File: src/rtl/data_mem_pkg.sv
// Shared types and constants for the data_mem_sync block:
// FSM state encoding, lane-count helper and the all-zero word.
package data_mem_pkg;

    typedef enum logic [0:0] {
        ST_CLEAR = 1'b0,
        ST_IDLE  = 1'b1
    } mem_state_t;

    // Widest word any instance may use; narrower instances slice ZERO_WORD.
    localparam int MAX_DATA_W = 1024;
    localparam logic [MAX_DATA_W-1:0] ZERO_WORD = {MAX_DATA_W{1'b0}};

    function automatic int lanes_of(input int data_w, input int lane_w);
        return data_w / lane_w;
    endfunction

endpackage

File: src/rtl/data_mem_array.sv
// Storage only: DEPTH x DATA_W words, one lane-masked write port and one
// asynchronous read port. Contents are deliberately not reset.
module data_mem_array
    import data_mem_pkg::*;
#(
    parameter int DATA_W = 8,
    parameter int LANE_W = 8,
    parameter int DEPTH  = 256,
    parameter int IDX_W  = 8
) (
    input  logic                                 clk,
    input  logic                                 we,
    input  logic [IDX_W-1:0]                     waddr,
    input  logic [DATA_W-1:0]                    wdata,
    input  logic [lanes_of(DATA_W, LANE_W)-1:0]  wmask,
    input  logic [IDX_W-1:0]                     raddr,
    output logic [DATA_W-1:0]                    rdata
);

    localparam int LANES = lanes_of(DATA_W, LANE_W);

    logic [DATA_W-1:0] mem_r [DEPTH];

    // Lane-masked word write
    always_ff @(posedge clk) begin
        if (we) begin
            for (int i = 0; i < LANES; i++) begin
                if (wmask[i]) begin
                    mem_r[waddr][i*LANE_W +: LANE_W] <= wdata[i*LANE_W +: LANE_W];
                end
            end
        end
    end

    assign rdata = mem_r[raddr];

endmodule

File: src/rtl/data_mem_sync.sv
// Data memory with lane-masked writes, registered reads, range checking and a
// one-word-per-cycle clear sequencer that runs after reset or on request.
module data_mem_sync
    import data_mem_pkg::*;
#(
    parameter int DATA_W = 8,
    parameter int LANE_W = 8,
    parameter int ADDR_W = 8,
    parameter int DEPTH  = 256
) (
    input  logic                                 clk,
    input  logic                                 rst,
    input  logic                                 req_valid,
    input  logic                                 req_write,
    input  logic [ADDR_W-1:0]                    address,
    input  logic [DATA_W-1:0]                    writeData,
    input  logic [lanes_of(DATA_W, LANE_W)-1:0]  wmask,
    input  logic                                 clr_req,
    output logic                                 ready,
    output logic [DATA_W-1:0]                    readData,
    output logic                                 rvalid,
    output logic                                 addr_err
);

    localparam int LANES = lanes_of(DATA_W, LANE_W);
    localparam int IDX_W = (DEPTH > 1) ? $clog2(DEPTH) : 1;
    localparam logic [DATA_W-1:0] ZERO_DATA = ZERO_WORD[DATA_W-1:0];
    // One extra bit so DEPTH == 2**ADDR_W does not truncate to zero.
    localparam logic [ADDR_W:0]   DEPTH_EXT = (ADDR_W + 1)'(DEPTH);
    localparam logic [ADDR_W-1:0] LAST_PTR  = ADDR_W'(DEPTH - 1);

    if (DATA_W % LANE_W != 0) begin : g_chk_lane
        $error("data_mem_sync: DATA_W must be a multiple of LANE_W");
    end
    if ((DEPTH < 2) || (64'(DEPTH) > (64'd1 << ADDR_W))) begin : g_chk_depth
        $error("data_mem_sync: DEPTH must lie in [2, 2**ADDR_W]");
    end

    mem_state_t         state_r;
    logic [ADDR_W-1:0]  clr_ptr_r;

    logic               accept_s;
    logic               in_range_s;
    logic               arr_we_s;
    logic [IDX_W-1:0]   arr_waddr_s;
    logic [DATA_W-1:0]  arr_wdata_s;
    logic [LANES-1:0]   arr_wmask_s;
    logic [IDX_W-1:0]   arr_raddr_s;
    logic [DATA_W-1:0]  arr_rdata_s;

    assign ready       = (state_r == ST_IDLE);
    assign accept_s    = req_valid && ready;
    assign in_range_s  = ({1'b0, address} < DEPTH_EXT);
    assign arr_raddr_s = in_range_s ? address[IDX_W-1:0] : {IDX_W{1'b0}};

    // Write-port mux: the clear sequencer owns the port while clearing
    always_comb begin
        arr_we_s    = 1'b0;
        arr_waddr_s = {IDX_W{1'b0}};
        arr_wdata_s = ZERO_DATA;
        arr_wmask_s = {LANES{1'b0}};
        if (state_r == ST_CLEAR) begin
            arr_we_s    = 1'b1;
            arr_waddr_s = clr_ptr_r[IDX_W-1:0];
            arr_wmask_s = {LANES{1'b1}};
        end else if (accept_s && req_write && in_range_s) begin
            arr_we_s    = 1'b1;
            arr_waddr_s = address[IDX_W-1:0];
            arr_wdata_s = writeData;
            arr_wmask_s = wmask;
        end else begin
            arr_we_s    = 1'b0;
        end
    end

    data_mem_array #(
        .DATA_W (DATA_W),
        .LANE_W (LANE_W),
        .DEPTH  (DEPTH),
        .IDX_W  (IDX_W)
    ) u_array (
        .clk   (clk),
        .we    (arr_we_s),
        .waddr (arr_waddr_s),
        .wdata (arr_wdata_s),
        .wmask (arr_wmask_s),
        .raddr (arr_raddr_s),
        .rdata (arr_rdata_s)
    );

    // FSM, clear pointer and registered response outputs
    always_ff @(posedge clk or posedge rst) begin
        if (rst) begin
            state_r   <= ST_CLEAR;
            clr_ptr_r <= {ADDR_W{1'b0}};
            readData  <= ZERO_DATA;
            rvalid    <= 1'b0;
            addr_err  <= 1'b0;
        end else begin
            rvalid   <= 1'b0;
            addr_err <= 1'b0;
            case (state_r)
                ST_CLEAR: begin
                    if (clr_ptr_r == LAST_PTR) begin
                        state_r   <= ST_IDLE;
                        clr_ptr_r <= {ADDR_W{1'b0}};
                    end else begin
                        clr_ptr_r <= clr_ptr_r + {{(ADDR_W-1){1'b0}}, 1'b1};
                    end
                end
                ST_IDLE: begin
                    if (accept_s) begin
                        addr_err <= !in_range_s;
                        if (!req_write) begin
                            readData <= in_range_s ? arr_rdata_s : ZERO_DATA;
                            rvalid   <= 1'b1;
                        end
                    end
                    // A request accepted on this edge still completes above.
                    if (clr_req) begin
                        state_r   <= ST_CLEAR;
                        clr_ptr_r <= {ADDR_W{1'b0}};
                    end
                end
                default: begin
                    state_r   <= ST_CLEAR;
                    clr_ptr_r <= {ADDR_W{1'b0}};
                end
            endcase
        end
    end

endmodule

File: config.mk
export PLATFORM = sky130hd
export DESIGN_NAME = data_mem_sync
export DESIGN_NICKNAME = d
export VERILOG_FILES = /design/src/rtl/data_mem_pkg.sv /design/src/rtl/data_mem_array.sv /design/src/rtl/data_mem_sync.sv
export SDC_FILE = /design/constraint.sdc
export NUM_CORES = 2
export LEC_CHECK = 0
export CORE_UTILIZATION = 35
export CTS_BUF_LIST = sky130_fd_sc_hd__clkbuf_16
export DETAILED_ROUTE_END_ITERATION = 6
export PLACE_DENSITY = 0.49
export SLEW_MARGIN = 10
export SYNTH_ARGS = -nofsm -noshare
export SYNTH_HDL_FRONTEND = slang
export SYNTH_SLANG_ARGS = --single-unit
File: constraint.sdc
create_clock -name clk -period 13 [get_ports clk]
set_input_delay 2.6 -clock clk [delete_from_list [all_inputs] [get_ports clk]]
set_output_delay 2.6 -clock clk [all_outputs]
set_load 0.05 [all_outputs]
==> results_dict.tcl <==
set metrics [dict create \
    num_vias 38908 \
    gp_congestion 0.792 \
    tns_ns 0 \
    crit_path_start_kind "input port" \
    cp_max_fo 93 \
    whs_ns 0.564 \
    crit_chain "buf_8 -> buf_4 -> buf_12 -> mux4_2 -> o22ai_1 -> nor3_1 -> o22ai_1 -> a2111oi_0 -> a211o_1" \
    place_ws_ns 5.39 \
    cp_num_buf_inv 3 \
    vdd_drop_max_mv 0.117 \
    post_cts_resized 0 \
    grt_pass1_wl_mm 307 \
    critical-path-top-delay-family "buffers and inverters" \
    layout_min_cycle_time_ns 6.60 \
    hpwlAfterDp_mm 125 \
    syn-mean-instance-area_um2 20.8 \
    power_mw 14.1 \
    grt_max_degree 191 \
    drive_gt1_share_pct 20.5 \
    seqCellArea_mm2 0.0619 \
    numPortBuffers 31 \
    rows 175 \
    layout.cells.non_filler 7141 \
    cts_made_buffers 212 \
    worst_pin_slew_ns 1.20 \
    antenna_found_initial 9 \
    fin_worst_skew_ns 0.0277 \
    area_delta_synth_final_pct 12.0 \
    hold_violations 0 \
    hold_path_class "reg -> reg" \
    muxShareOfSynthArea_pct 15.0 \
    max_freq_mhz 152 \
    synth_area_mm2 0.0807 \
    worst_slew_margin_rel_pct 17.6 \
    slowest_stage "a2111oi_0" \
    cp.required_ns 13.77 \
    coreArea_mm2 0.228 \
    clock-sinks 2066 \
    synth_compound_area_share_pct 3.32 \
    synth-edff-count 2048 \
    synth_xor_area_share_pct 0.0217 \
    die_y_um 482 \
    grt_usage_pct 18.6 \
    cp_slowest_stage_delay_ns 1.11 \
    fin_nets 3979 \
    wl_mm 215 \
    rsz0062_at_grt "false" \
    overflow 0 \
    fp.dieW_um 482 \
    cts_tree "yes" \
    cts.htree.levels 4 \
    start_util_pct 35.4 \
    maxCapViolations 0 \
    crit_type "in -> reg" \
    synthCells 3876 \
    yosys.area_share.adder_pct 0.0155 \
    ctsHoldBuffers 0 \
    ys_types 53 \
    clk_latency_ns 0.84 \
    worstPathArrival_ns 7.37 \
    yosys.area_share.simple_pct 2.85 \
    fin_crit_sh_pct 50.8 \
    p_per_area_mw_per_mm2 156 \
    p_leak_nw 30.9 \
    avgViaCountPerCell 5.45 \
    initialDrtViolationCount 3828 \
    setup_ws_ns 6.40 \
    syn_nets 3899 \
    firstDrtPassIters 5 \
    synth-seq-cells 2066 \
    drv_slew 0 \
    synth-seq-area-share_pct 76.8 \
    multi_input_area_mm2 0.0172 \
    synth_top_family_by_area "multiplexers" \
    cts_setup_buffers 0 \
    cts.clk_slew.worst_paths_ns 0.06 \
    final_common_cell "edfxtp_1" \
    ant_nets 0 \
    synth_top_flop_cell "edfxtp_1" \
    clockBufferDepth 3 \
    layout_common_cells "edfxtp_1 (2048), mux4_2 (448), nor2_1 (273), clkbuf_16 (215), mux2i_1 (205)" \
    dp.cells 6751 \
    drc 0 \
    ys_async_sr_fraction_pct 0.871 \
    fillers 20393 \
    clockRootBuffer "clkbuf_16" \
    grt_pass1_vias 39938 \
    endpoint_kind "flop" \
    status "finished clean" \
    crit_top_cell "o22ai_1" \
    wl_per_cell_um 30.1 \
    die-area_mm2 0.232 \
    setup_viol 0 \
    pin_count 33 \
    yosysWarnings 0 \
]
[worst register-to-register path, cell delays in order (launching register included)]
cell and delay [ns]:
dfrtp_1 0.33, buf_4 0.30, and3_1 0.69, nand2_1 0.16, nand2b_1 0.11, a32oi_1 0.07, o21ai_0 0.67, nand2_2 0.87
nor2_1 1.17
[area by class of cell]
cell class              count  area share, %
inverters                   8         0.0388
clock inverters           172           1.19
clock buffers             215           5.95
repair buffers            100          0.991
multi-input cells        1568           19.1
diodes                      3        0.00831
flip-flops and latches   2066           68.6
well taps                3009           4.17
[cell usage after synthesis, types with 41 or more instances]
master,n,area (µm²)
a21oi_1,41,205
clkbuf_1,96,360
buf_6,49,552
nor3_1,45,225
buf_2,43,215
nand2_1,154,578
nor2_1,274,1030
a32oi_1,50,438
o22ai_1,78,488
mux4_2,448,10100
mux2i_1,205,2050
edfxtp_1,2048,61500
o221ai_1,78,683
[stage by stage]
step                cell area, µm²  utilization [%]
floorplan                    80700                -
global placement             83900             36.8
detailed placement           83900             36.8
CTS                          90300             39.6
global route                 90300             39.6
finish                       90400             39.6
[power by group]
group | leakage (nW) | total [mW] | internal, mW | switching, mW
registers | 21.6 | 7.37 | 7.33 | 0.0415
logic | 5.91 | 1.02 | 0.265 | 0.756
clock network | 3.39 | 5.73 | 3.18 | 2.55
[logic make-up after synthesis]
| group | count (synthesis) |
|---|---|
| compound gates | 365 |
| xor+xnor | 2 |
| buf+inv | 242 |
| flops | 2066 |
| simple gates | 546 |
| mux | 653 |
| fa+ha+maj | 1 |
| other cells | 1 |
[final timing paths]
kind	from	to	slack, ns	cells after the start
worst max-delay path	address[0]	readData[5]	6.40	9
worst min-delay path	readData[6]	readData[6]	0.56	1
worst max register to register	ready	u_array.mem_r[3][1]	8.21	8
worst min register to register	readData[6]	readData[6]	0.56	1
max in group asynchronous	rst	readData[3]	10.12	2
min in group asynchronous	rst	rvalid	2.27	2
[routing by layer]
metal	track usage [%]	up-vias	part of all wire (%)
met5	0	-	0
met4	5.13	0	2.6
met3	3.33	287	5.7
met2	30.5	1135	49
met1	25.4	21107	43
li1	-	16379	-
[sequential cells by signal, indices dropped and copies added (netlist names)]
name           cells
rvalid             1
readData           8
u_array.mem_r   2048
clr_ptr_r          8
ready              1
Power figures use the tool's default switching activity.
